### config.mk
export PLATFORM = sky130hd
export DESIGN_NAME = pipelined_barrel_shifter
export DESIGN_NICKNAME = d
export VERILOG_FILES = /design/src/rtl/pbs_pkg.sv /design/src/rtl/pipelined_barrel_shifter_shift_level.sv /design/src/rtl/pipelined_barrel_shifter.sv
export SDC_FILE = /design/constraint.sdc
export NUM_CORES = 1
export LEC_CHECK = 0
export CAP_MARGIN = 10
export CORE_MARGIN = 10
export CORE_UTILIZATION = 55
export DETAILED_ROUTE_END_ITERATION = 10
export PLACE_DENSITY = 0.82
export SYNTH_ARGS = -nofsm -noshare
export SYNTH_HDL_FRONTEND = slang
export SYNTH_SLANG_ARGS = --single-unit
### constraint.sdc
create_clock -name clk -period 8.7 [get_ports clk]
set_clock_uncertainty 0.05 [all_clocks]
set_input_delay 1.74 -clock clk [delete_from_list [all_inputs] [get_ports clk]]
set_output_delay 1.74 -clock clk [all_outputs]
set_load 0.01 [all_outputs]
### src/rtl/pbs_pkg.sv
// Shared types and helpers for the pipelined barrel shifter.
package pbs_pkg;

    // Widest operand the bit_reverse helper can handle.
    localparam int PBS_MAX_N = 256;

    // Legal shift/rotate modes; codes 3'b101..3'b111 are illegal.
    typedef enum logic [2:0] {
        SLL = 3'b000,
        SRL = 3'b001,
        SRA = 3'b010,
        ROL = 3'b011,
        ROR = 3'b100
    } shift_op_t;

    // Width-independent part of a stage payload. The top wraps this with
    // its N-bit data and O-bit remaining amount.
    typedef struct packed {
        shift_op_t op;
        logic      err;
        logic      valid;
    } pbs_ctrl_t;

    // True for the five defined mode codes.
    function automatic logic is_legal(input logic [2:0] op);
        return op <= 3'b100;
    endfunction

    // Right-going modes run through the left datapath on a reversed word.
    function automatic logic is_right(input shift_op_t op);
        return (op == SRL) || (op == SRA) || (op == ROR);
    endfunction

    // Reverse the low n bits of v; bits at and above n come back as 0.
    function automatic logic [PBS_MAX_N-1:0] bit_reverse(
        input logic [PBS_MAX_N-1:0] v,
        input int                   n
    );
        logic [PBS_MAX_N-1:0] r;
        r = '0;
        for (int i = 0; i < PBS_MAX_N; i++) begin
            if (i < n) r[i] = v[n-1-i];
        end
        return r;
    endfunction

    // Number of register stages when l mux levels share one stage.
    function automatic int stage_count(input int o, input int l);
        return (o + l - 1) / l;
    endfunction

endpackage

### src/rtl/pipelined_barrel_shifter_shift_level.sv
// One combinational level of the log shifter: optional left shift by 2^K.
module shift_level
    import pbs_pkg::*;
#(
    parameter int N = 32,
    parameter int K = 0
) (
    input  logic [N-1:0]      data_i,
    input  logic [(1<<K)-1:0] fill_i,
    input  logic              sel_i,
    output logic [N-1:0]      data_o
);

    localparam int W = 1 << K;

    // Pass the word through, or shift it left by W and insert the fill below.
    always_comb begin
        // NOTE: assign a default before any condition so no path leaves
        // data_o unassigned; otherwise a latch is inferred.
        data_o = data_i;
        if (sel_i) data_o = {data_i[N-W-1:0], fill_i};
    end

endmodule

### src/rtl/pipelined_barrel_shifter.sv
// Pipelined barrel shifter: five shift/rotate modes, a register stage
// every L mux levels, and a single global stall enable.
module pipelined_barrel_shifter
    import pbs_pkg::*;
#(
    parameter int N = 32,
    parameter int O = $clog2(N),
    parameter int L = 1
) (
    input  logic         clk,
    input  logic         rst_n,
    input  logic         in_valid,
    output logic         in_ready,
    input  logic [N-1:0] in_a,
    input  logic [O-1:0] in_b,
    input  logic [2:0]   in_op,
    output logic         out_valid,
    input  logic         out_ready,
    output logic [N-1:0] out_c,
    output logic         out_zero,
    output logic         out_err
);

    localparam int D = stage_count(O, L);

    typedef struct packed {
        logic [N-1:0] data;
        logic [O-1:0] amount;
        pbs_ctrl_t    ctrl;
    } stage_t;

    // Index of the last mux level that belongs to stage s.
    function automatic int last_level(input int s);
        return (((s + 1) * L < O) ? (s + 1) * L : O) - 1;
    endfunction

    stage_t       stage_in [D];   // payload entering each stage's levels
    stage_t       stage_d  [D];   // payload leaving each stage's levels
    stage_t       stage_q  [D];   // stage registers; the last one drives the outputs
    logic [N-1:0] lvl_out  [O];   // output of every mux level
    logic [N-1:0] final_data;
    logic         zero_d;
    logic         zero_q;
    logic         en;

    // Whole pipe moves when the output slot is empty or being drained.
    assign en       = out_ready | ~stage_q[D-1].ctrl.valid;
    assign in_ready = en;

    // Decode the new transaction into the stage-0 payload and chain later stages.
    always_comb begin
        logic      legal;
        shift_op_t op0;
        legal = is_legal(in_op);
        op0   = legal ? shift_op_t'(in_op) : SLL;
        // Illegal codes shift by zero so the operand passes through untouched.
        stage_in[0].ctrl.valid = in_valid & en;
        stage_in[0].ctrl.err   = ~legal;
        stage_in[0].ctrl.op    = op0;
        stage_in[0].amount     = legal ? in_b : '0;
        stage_in[0].data       = is_right(op0) ? N'(bit_reverse(PBS_MAX_N'(in_a), N)) : in_a;
        for (int s = 1; s < D; s++) begin
            stage_in[s] = stage_q[s-1];
        end
    end

    for (genvar k = 0; k < O; k++) begin : g_level
        localparam int S  = k / L;
        localparam int FW = 1 << k;

        logic [N-1:0]  lvl_in;
        logic [N-1:0]  lvl_o;
        logic [FW-1:0] fill;

        // First level of a stage reads the stage input; others chain.
        if (k % L == 0) begin : g_first
            assign lvl_in = stage_in[S].data;
        end else begin : g_chain
            assign lvl_in = g_level[k-1].lvl_o;
        end

        // Bits shifted into the vacated positions at this level.
        always_comb begin
            fill = '0;
            case (stage_in[S].ctrl.op)
                // Reversed word keeps the original sign bit at bit 0 throughout.
                SRA:      fill = {FW{lvl_in[0]}};
                // Rotates re-insert the bits that fall off the top.
                ROL, ROR: fill = lvl_in[N-1 -: FW];
                default:  fill = '0;
            endcase
        end

        shift_level #(
            .N (N),
            .K (k)
        ) u_shift_level (
            .data_i (lvl_in),
            .fill_i (fill),
            .sel_i  (stage_in[S].amount[k]),
            .data_o (lvl_o)
        );

        assign lvl_out[k] = lvl_o;
    end

    // Next value of each stage register; the last stage un-reverses and flags zero.
    always_comb begin
        for (int s = 0; s < D; s++) begin
            stage_d[s]      = stage_in[s];
            stage_d[s].data = lvl_out[last_level(s)];
        end
        final_data = is_right(stage_in[D-1].ctrl.op)
                   ? N'(bit_reverse(PBS_MAX_N'(lvl_out[O-1]), N))
                   : lvl_out[O-1];
        stage_d[D-1].data = final_data;
        zero_d            = (final_data == '0);
    end

    // Advance every stage together on the global enable; otherwise hold, bubbles included.
    always_ff @(posedge clk) begin
        if (!rst_n) begin
            // NOTE: intermediate payloads are don't-care behind a cleared valid,
            // so only the valids and the visible output stage are reset.
            for (int s = 0; s < D; s++) begin
                stage_q[s].ctrl.valid <= 1'b0;
            end
            stage_q[D-1] <= '0;
            zero_q       <= 1'b0;
        end else if (en) begin
            // NOTE: non-blocking so every stage samples its upstream's old value.
            stage_q <= stage_d;
            zero_q  <= zero_d;
        end
    end

    assign out_valid = stage_q[D-1].ctrl.valid;
    assign out_c     = stage_q[D-1].data;
    assign out_err   = stage_q[D-1].ctrl.err;
    assign out_zero  = zero_q;

endmodule

After elaboration in Yosys (flattened, before gate mapping)
Index checks and enable logic that the tools add are counted.

operators by class
  order comparisons = 1
  eq/ne operators = 17
  muxes and demuxes = 14
  bitwise logic cells = 4
  reductions and logical operators = 11

operator list
  kind                                                  number
  2-to-1 mux 32 bit                                     7
  logical NOT 32 bit                                    1
  case mux 16 bit (2 select lines)                      1
  equality test 3 x 2 -> 1 bit (second input constant)  10
  case mux 8 bit (2 select lines)                       1
  equality test 3 bit (second input constant)           5
  OR reduction 2 bit                                    5
  case mux 4 bit (2 select lines)                       1
  equality test 3 x 1 -> 1 bit (second input constant)  2
  logical OR 1 bit                                      4
  case mux 2 bit (2 select lines)                       1
  <= comparator 3 bit (second input constant)           1
  2-to-1 mux 3 bit                                      1
  inverter 1 bit                                        2
  case mux 1 bit (2 select lines)                       1
  AND reduction 2 bit                                   1
  AND 1 bit                                             1
  2-to-1 mux 1 bit                                      1
  OR 1 bit                                              1

word-level totals
  register bits after elaboration = 203
  input bits = 44
  output and inout bits = 36
  logic and storage cells = 72

Longest topological paths before layout
Gate-level depths: netlist (run 1).

  depth after elaboration = 8
  depth in mapped cells = 10
  gate-level depth less buffers = 7

By module
A second synthesis (run 1) with hierarchy kept.

unflattened totals
  cell total of the unflattened synthesis = 649
  area, all modules = 9994.6 um^2

by module, submodules not included
  module                    instances  cells an instance  area an instance (um^2)  seq. area each (um^2)
  pipelined_barrel_shifter  1          469                7273.2                   5405.2
  shift_level               5          36                 544.3                    0.0

Worst setup path before layout (run 1)
OpenSTA, ideal clock, no wires.

  path kind = input-to-reg
  from = input out_ready
  to = register stage_q, in the netlist g_level[1].lvl_in[0] (enable)
  library setup time = 531 ps
  data arrival time = 5959 ps
  data required time = 8119 ps
  setup slack = 2160 ps
  cell stages on the path = 5
  buffers on the path = 2
  cell sequence = nor2b_1 -> clkbuf_1 -> inv_2 -> clkbuf_1 -> and2_1

between the ends
  cells in the longest elaborated chain, start to end = 2

RTL lines
  element                               RTL line                         text
  start: declaration                    pipelined_barrel_shifter.sv:18   input logic out_ready,
  OR 1 bit                              pipelined_barrel_shifter.sv:47   assign en = out_ready | ~stage_q[D-1].ctrl.valid;
  named net in_ready                    pipelined_barrel_shifter.sv:13   output logic in_ready,
  AND reduction 2 bit (no source line)  -
  end signal: assignment                pipelined_barrel_shifter.sv:132  stage_q <= stage_d;
  end: declaration                      pipelined_barrel_shifter.sv:39   stage_t stage_q [D];

The timed path passes the listed nets, and every way through them passes these cells.
A chain may end at the register's enable or synchronous reset.

Worst setup path after layout (run 1)
  from = input out_ready
  to = output in_ready

between the ends
  cells in the longest elaborated chain, start to end = 1

RTL lines
  element           RTL line
  OR 1 bit          pipelined_barrel_shifter.sv:47
  end: declaration  pipelined_barrel_shifter.sv:13

No other way between the ends.

==> impl_results.md, run 1 <==
- Combinational share of power: 14.5%
- Die area: 22800 um^2
- I/O pin count: 80
- Gate family responsible for the most delay along the worst path: buffers and inverters
- Clock tree root buffer cell: clkbuf_16
- Register area share after synthesis: 57.2%
- Postcts setup bufs: 0
- Via count of the routed design: 6186
- Max clock buf depth: 2
- Required time worst endpoint: 6.91 ns
- RSZ-0062 raised after global routing: false
- Cells after DPL: 1003
- Vias per inst: 5.97
- Number of routed nets with antenna violations: 0
- Synth Area per Inst: 12.6 um^2
- Half-perimeter wire length after detailed placement: 14500 um
- Timing-limited maximum frequency: 0.180 GHz
- FFs w/ async S/R, synth: 0%
- NumNets Final: 848
- Syn nets: 794
- Clock-pin slew on the worst setup and hold paths: 0.07 ns
- Launching point of the worst reg2reg path: out_valid
- Effective utilization at floorplan: 56.6%
- Post-cts gate resize count: 0
- Number of enable-type register cells in the synthesized netlist: 154
- Standard-cell rows: 47
- TritonCTS clock tree: done
- First-pass GRT wire length: 32400 um
- Relative slew slack: 18.1%
- Peak supply drop: 0.000139 V
- Fraction of post-synthesis cell area in the top cell type by area: 49.0%
- Share of cells above drive strength 1: 17.4%
- Detail-routed net length per standard cell: 19.8 um
- Part of the power in the clock network: 35.0%
- Gate count of the mapped netlist: 750
- Vertical die dimension: 151 um
- Power density normalized to cell area: 210 nW/um^2
- Worst path bufs/invs: 4
- H-tree Lvls: 4
- GRT Resource Usage Total: 18.2%
- Worst Setup Start Kind: input pin
- Switching share of power: 25.1%
- Most common cell after layout, fill and taps aside: edfxtp_1
- Area growth from synthesis to final layout: 16.6%
- Cell count of the worst reg-to-reg path: 5
- Buffers added on ports: 79
- Clock insertion delay at the later pin of the skew report: 0.43 ns
- Flip-flop and latch count after synthesis: 193
- Crit path max-delay cell type: clkdlybuf4s50_1
- Leakage component of the power: 4.12 nW
- Count of placed standard cells in the final layout, fillers left out: 1037
- Worst Tran Pin Value: 1.23 ns
- Die Span X: 151 um
- Multi-input combinational cell area: 3800 um^2
- Beginning of the critical path: out_ready
- Total detailed-routing wirelength: 20600 um
- Ranking of synthesized cells by area: edfxtp_1, mux2_2, mux2i_1
- Dominant register cell in the synthesized netlist: edfxtp_1
- Cell internal power dissipation: 1.73 mW
- Antenna Cells: 0
- Sw power: 0.582 mW
- Largest stage delay on the critical path: 0.68 ns
- Minimum clock period: 5.56 ns
- Cell type with the largest total area after synthesis: edfxtp_1
- DRC violations left: 0
- Post-synthesis instance area: 9450 um^2
- Number of DRC markers in iteration 0: 398
- Drt pass-1 iters: 5
- Crit path to: in_ready
- Critical Path Most Common Cell: clkdlybuf4s50_1
- YS warnings: 0
- Kind of capture point of the worst setup path: output pin
- Maximum number of pins on one net before global-route repair: 86
- Remaining global-route overflow: 0
- Total CTS buffers: 17
- Final sum of negative setup slack: 0 ns
- CP Data Arrival Time: 3.77 ns
- Worst min-delay path class: reg2reg
- Endpoints failing hold: 0
- Via count of the first global-routing pass: 6241
- Number of max-capacitance violations reported: 0
- Std-Cell Core Area: 16700 um^2
- Sequential Power Share: 50.4%
- Setup slack, reg-to-reg: 5.20 ns
- Result of the run: complete, no violations
- Chain of cells forming the critical path: clkdlybuf4s50_1 -> nor2b_1 -> buf_4 -> inv_2 -> clkdlybuf4s50_1
- Filler cells: 1179
- Number of max-slew violations in the final report: 0
- Final Setup Violations: 0
- Synth unique cells: 61
- Antenna violations before repair: 0
- Footprint of the flip-flops and latches: 5410 um^2
- Share of the cycle needed by the critical path after routing: 63.9%
- Post-cts hold buffer count: 0
- Capture instance of the worst register-to-register path: g_level[1].lvl_in[0]
- WS Path Type: in2out
- Top fanout value on the critical path: 55
- Final GP Congestion: 0.926
- Most frequent cells in the layout: edfxtp_1, mux2_2, mux2i_1
- Clock sink total: 193
- Number of gates on the worst path with buffers counted: 5
metrics by stage:
step | cell area (um^2) | utilization, % | power [mW] | hold slack, ns | setup WS [ns]
after floorplan | 9450 | - | 1.39 | 0.350 | 2.16
after global placement | 10300 | 61.9 | 1.50 | 0.351 | 3.19
after detailed placement | 10300 | 61.9 | 1.51 | 0.358 | 3.16
after CTS | 11000 | 65.6 | 2.32 | 0.373 | 3.14
after global routing | 11000 | 65.9 | 2.40 | 0.377 | 3.00
final | 11000 | 65.9 | 2.31 | 0.371 | 3.14
worst register-to-register path: cells and delay by family, from the launching register on:
kind                   cells  cell delay, ns
buffers and inverters      3            1.63
DFF                        1            0.31
and+or+nand+nor            2            1.08
kinds of logic after synthesis:
family	after synthesis	share of synthesized area (%)
xor gates and xnor gates	4	0.450
muxes	174	19.7
buffers and inverters	57	2.70
AOI/OAI and AO/OA	156	11.8
and+or+nand+nor	166	8.20
DFF	193	57.2
synthesized netlist by cell type, types with 3 or more instances:
cell type,n
edfxtp_1,154
mux2_2,93
mux2i_1,81
nand2_1,79
nor2_1,40
dfxtp_1,39
clkbuf_1,35
a21oi_1,32
o211ai_1,23
o211a_1,18
o21ai_0,17
a21boi_0,15
nor2b_1,10
buf_2,9
nand2b_1,8
a22oi_1,7
o22ai_1,7
o22a_1,6
and2_1,5
o21a_1,5
o21ai_1,5
buf_1,4
inv_1,4
nor3_1,3
nor3b_1,3
nor4_1,3
o221ai_1,3
o32ai_1,3
flip-flops by register name, indices dropped and copies added (netlist names):
name / cells
g_level.lvl_in: 128
stage_d: 30
out_zero: 1
out_valid: 1
out_err: 1
out_c: 32
per-layer routing:
| layer | vias to the layer above | GRT usage, % | wire (um) |
|---|---|---|---|
| li1 | 2954 | - | - |
| met1 | 3005 | 19.1 | 7810 |
| met2 | 188 | 34.8 | 11500 |
| met3 | 39 | 3.19 | 868 |
| met4 | 0 | 7.36 | 437 |
| met5 | - | 0 | 0 |
cell type report:
class	count	share of cell area, %
Clock buffer	17	3.86
Clock inverter	15	1.78
Sequential cell	193	49.1
Multi-Input combinational cell	500	34.5
Timing Repair Buffer	87	8.09
Tap cell	220	2.50
Inverter	5	0.170
worst min path at each step:
stage                        endpoint  slack [ns]  cells after the start          from
after floorplan            stage_d[1]        0.35                      0   stage_d[43]
final                     stage_d[51]        0.37                      0   stage_d[93]
after global routing      stage_d[51]        0.38                      0   stage_d[93]
after detailed placement  stage_d[51]        0.36                      0   stage_d[93]
after CTS                 stage_d[51]        0.37                      0   stage_d[93]
after global placement    stage_d[93]        0.35                      0  stage_d[135]
power groups by stage:
stage          sequential (mW)  combinational, mW  clock, mW
2_1_floorplan             1.16              0.228          0
3_3_place_gp              1.18              0.318          0
3_5_place_dp              1.19              0.326          0
4_1_cts                   1.17              0.330      0.817
5_1_grt                   1.18              0.365      0.854
6_report                  1.17              0.337      0.810
Note: power is estimated with default switching activity, not from simulation.
==> run 2, diff against run 1 <==
clock period = 5.3 ns   (was 8.7 ns; I/O delays follow)
==> impl_results.md, run 2 (synthesis results as in run 1) <==
- Chain of cells forming the critical path: clkdlybuf4s50_1 -> nor2b_1 -> buf_4 -> inv_2 -> clkdlybuf4s50_1 (unchanged)
- Drt pass-1 iters: 5 (unchanged)
- Timing-limited maximum frequency: 0.279 GHz
- Vias per inst: 5.94 (was 5.97)
- Peak supply drop: 0.000241 V (was 0.000139 V)
- Share of cells above drive strength 1: 17.7% (was 17.4%)
- Worst Setup Start Kind: input pin (unchanged)
- Remaining global-route overflow: 0 (unchanged)
- Clock insertion delay at the later pin of the skew report: 0.43 ns (about the same)
- Via count of the first global-routing pass: 6041 (was 6241)
- Half-perimeter wire length after detailed placement: 13900 um (was 14500 um)
- Top fanout value on the critical path: 24 (was 55)
- Final Setup Violations: 0 (unchanged)
- Clock-pin slew on the worst setup and hold paths: 0.07 ns (about the same)
- RSZ-0062 raised after global routing: false (unchanged)
- Post-cts hold buffer count: 0 (unchanged)
- Relative slew slack: 21.0% (was 18.1%)
- DP Worst Slack: 1.55 ns (was 3.16 ns)
- Sequential Power Share: 51.8% (was 50.4%)
- Final GP Congestion: 0.965 (was 0.926)
- Result of the run: complete, no violations (unchanged)
- Required time worst endpoint: 4.19 ns (was 6.91 ns)
- Share of the cycle needed by the critical path after routing: 67.7%
- Final setup slack of the worst path: 1.71 ns (was 3.14 ns)
- Sw power: 0.947 mW (was 0.582 mW)
- Vertical die dimension: 151 um (unchanged)
- Total CTS buffers: 17 (unchanged)
- Crit path max-delay cell type: clkdlybuf4s50_1 (unchanged)
- Kind of capture point of the worst setup path: output pin (unchanged)
- Max clock buf depth: 2 (unchanged)
- Std-Cell Core Area: 16700 um^2 (unchanged)
- Cell internal power dissipation: 2.75 mW (was 1.73 mW)
- Count of placed standard cells in the final layout, fillers left out: 1039 (was 1037)
- Final sum of negative setup slack: 0 ns (unchanged)
- Cells after DPL: 1005 (was 1003)
- Combinational share of power: 14.9% (was 14.5%)
- Area growth from synthesis to final layout: 16.3% (was 16.6%)
- WS Path Type: in2out (unchanged)
- Worst min-delay path class: reg2reg (unchanged)
- Number of routed nets with antenna violations: 0 (unchanged)
- Post-cts gate resize count: 0 (unchanged)
- Clock tree root buffer cell: clkbuf_16 (unchanged)
- NumNets Final: 850 (was 848)
- Detail-routed net length per standard cell: 19.2 um (was 19.8 um)
- Effective utilization at floorplan: 56.6% (unchanged)
- Part of the power in the clock network: 33.3% (was 35.0%)
- I/O pin count: 80 (unchanged)
- Footprint of the flip-flops and latches: 5410 um^2 (unchanged)
- Finished Cell Area: 11000 um^2 (about the same)
- Buffers added on ports: 79 (unchanged)
- Maximum number of pins on one net before global-route repair: 76 (was 86)
- Total detailed-routing wirelength: 19900 um (was 20600 um)
- Antenna Cells: 0 (unchanged)
- Leakage component of the power: 4.12 nW (about the same)
- Most common cell after layout, fill and taps aside: edfxtp_1 (unchanged)
- Largest stage delay on the critical path: 0.56 ns (was 0.68 ns)
- H-tree Lvls: 4 (unchanged)
- Antenna violations before repair: 0 (unchanged)
- Clock sink total: 193 (unchanged)
- Via count of the routed design: 6172 (was 6186)
- Critical Path Most Common Cell: clkdlybuf4s50_1 (unchanged)
- Worst hold slack: 0.366 ns (was 0.371 ns)
- Number of max-slew violations in the final report: 0 (unchanged)
- Number of DRC markers in iteration 0: 542 (was 398)
- Switching share of power: 25.6% (was 25.1%)
- Endpoints failing hold: 0 (unchanged)
- Cell area after placement: 10400 um^2 (was 10300 um^2)
- Most frequent cells in the layout: edfxtp_1, mux2_2, mux2i_1 (unchanged)
- Standard-cell rows: 47 (unchanged)
- Number of max-capacitance violations reported: 0 (unchanged)
- TritonCTS clock tree: done (unchanged)
- GRT Resource Usage Total: 17.5% (was 18.2%)
- Power density normalized to cell area: 336 nW/um^2 (was 210 nW/um^2)
- DRC violations left: 0 (unchanged)
- First-pass GRT wire length: 31300 um (was 32400 um)
- Worst Tran Pin Value: 1.18 ns (was 1.23 ns)
- Multi-input combinational cell area: 3800 um^2 (unchanged)
- Postcts setup bufs: 0 (unchanged)
- Minimum clock period: 3.59 ns
- Die Span X: 151 um (unchanged)
- Filler cells: 1187 (was 1179)
- Die area: 22800 um^2 (unchanged)
- Flip-flop count of the largest register, all copies and words added: 128 (unchanged)
- CP Data Arrival Time: 2.48 ns (was 3.77 ns)
[run 2: worst max-delay path, delay by kind of cell]
family	cells	cell delay, ns
buffers and inverters	4	1.37
AND/OR/NAND/NOR	1	0.04
[run 2: final timing paths]
kind,from,endpoint,slack (ns),depth (start not counted)
setup / recovery,out_ready,in_ready,1.71,5
hold / removal,stage_d[127],stage_d[85],0.37,0
setup reg to reg,stage_d[2],out_zero,2.02,8
hold reg to reg,stage_d[127],stage_d[85],0.37,0
[run 2: power by group through the flow]
stage | Sequential (mW) | Combinational, mW | Clock (mW)
floorplan | 1.90 | 0.374 | 0
global placement | 1.94 | 0.517 | 0
CTS | 1.92 | 0.536 | 1.26
detailed placement | 1.95 | 0.528 | 0
finish | 1.91 | 0.551 | 1.23
global route | 1.93 | 0.599 | 1.32
[run 2: routing by layer]
metal | vias up | track usage [%] | wire length, um
met4 | 0 | 8.57 | 807
met3 | 52 | 3.94 | 1040
met2 | 214 | 31.1 | 10300
li1 | 2961 | - | -
met1 | 2945 | 19.2 | 7750
met5 | - | 0 | 0
[run 2: final cells by class]
cell class              count  area share, %
clock buffers              17           3.87
clock inverters            15           1.34
inverters                   5          0.171
multi-input cells         500           34.6
flip-flops and latches    193           49.2
well taps                 220           2.50
repair buffers             89           8.36
[run 2: metrics by stage]
step / power [mW] / util, %
2_1_floorplan: 2.28 / -
4_1_cts: 3.71 / 65.5
5_1_grt: 3.85 / 65.8
3_3_place_gp: 2.46 / 62.0
6_report: 3.70 / 65.8
3_5_place_dp: 2.48 / 62.0
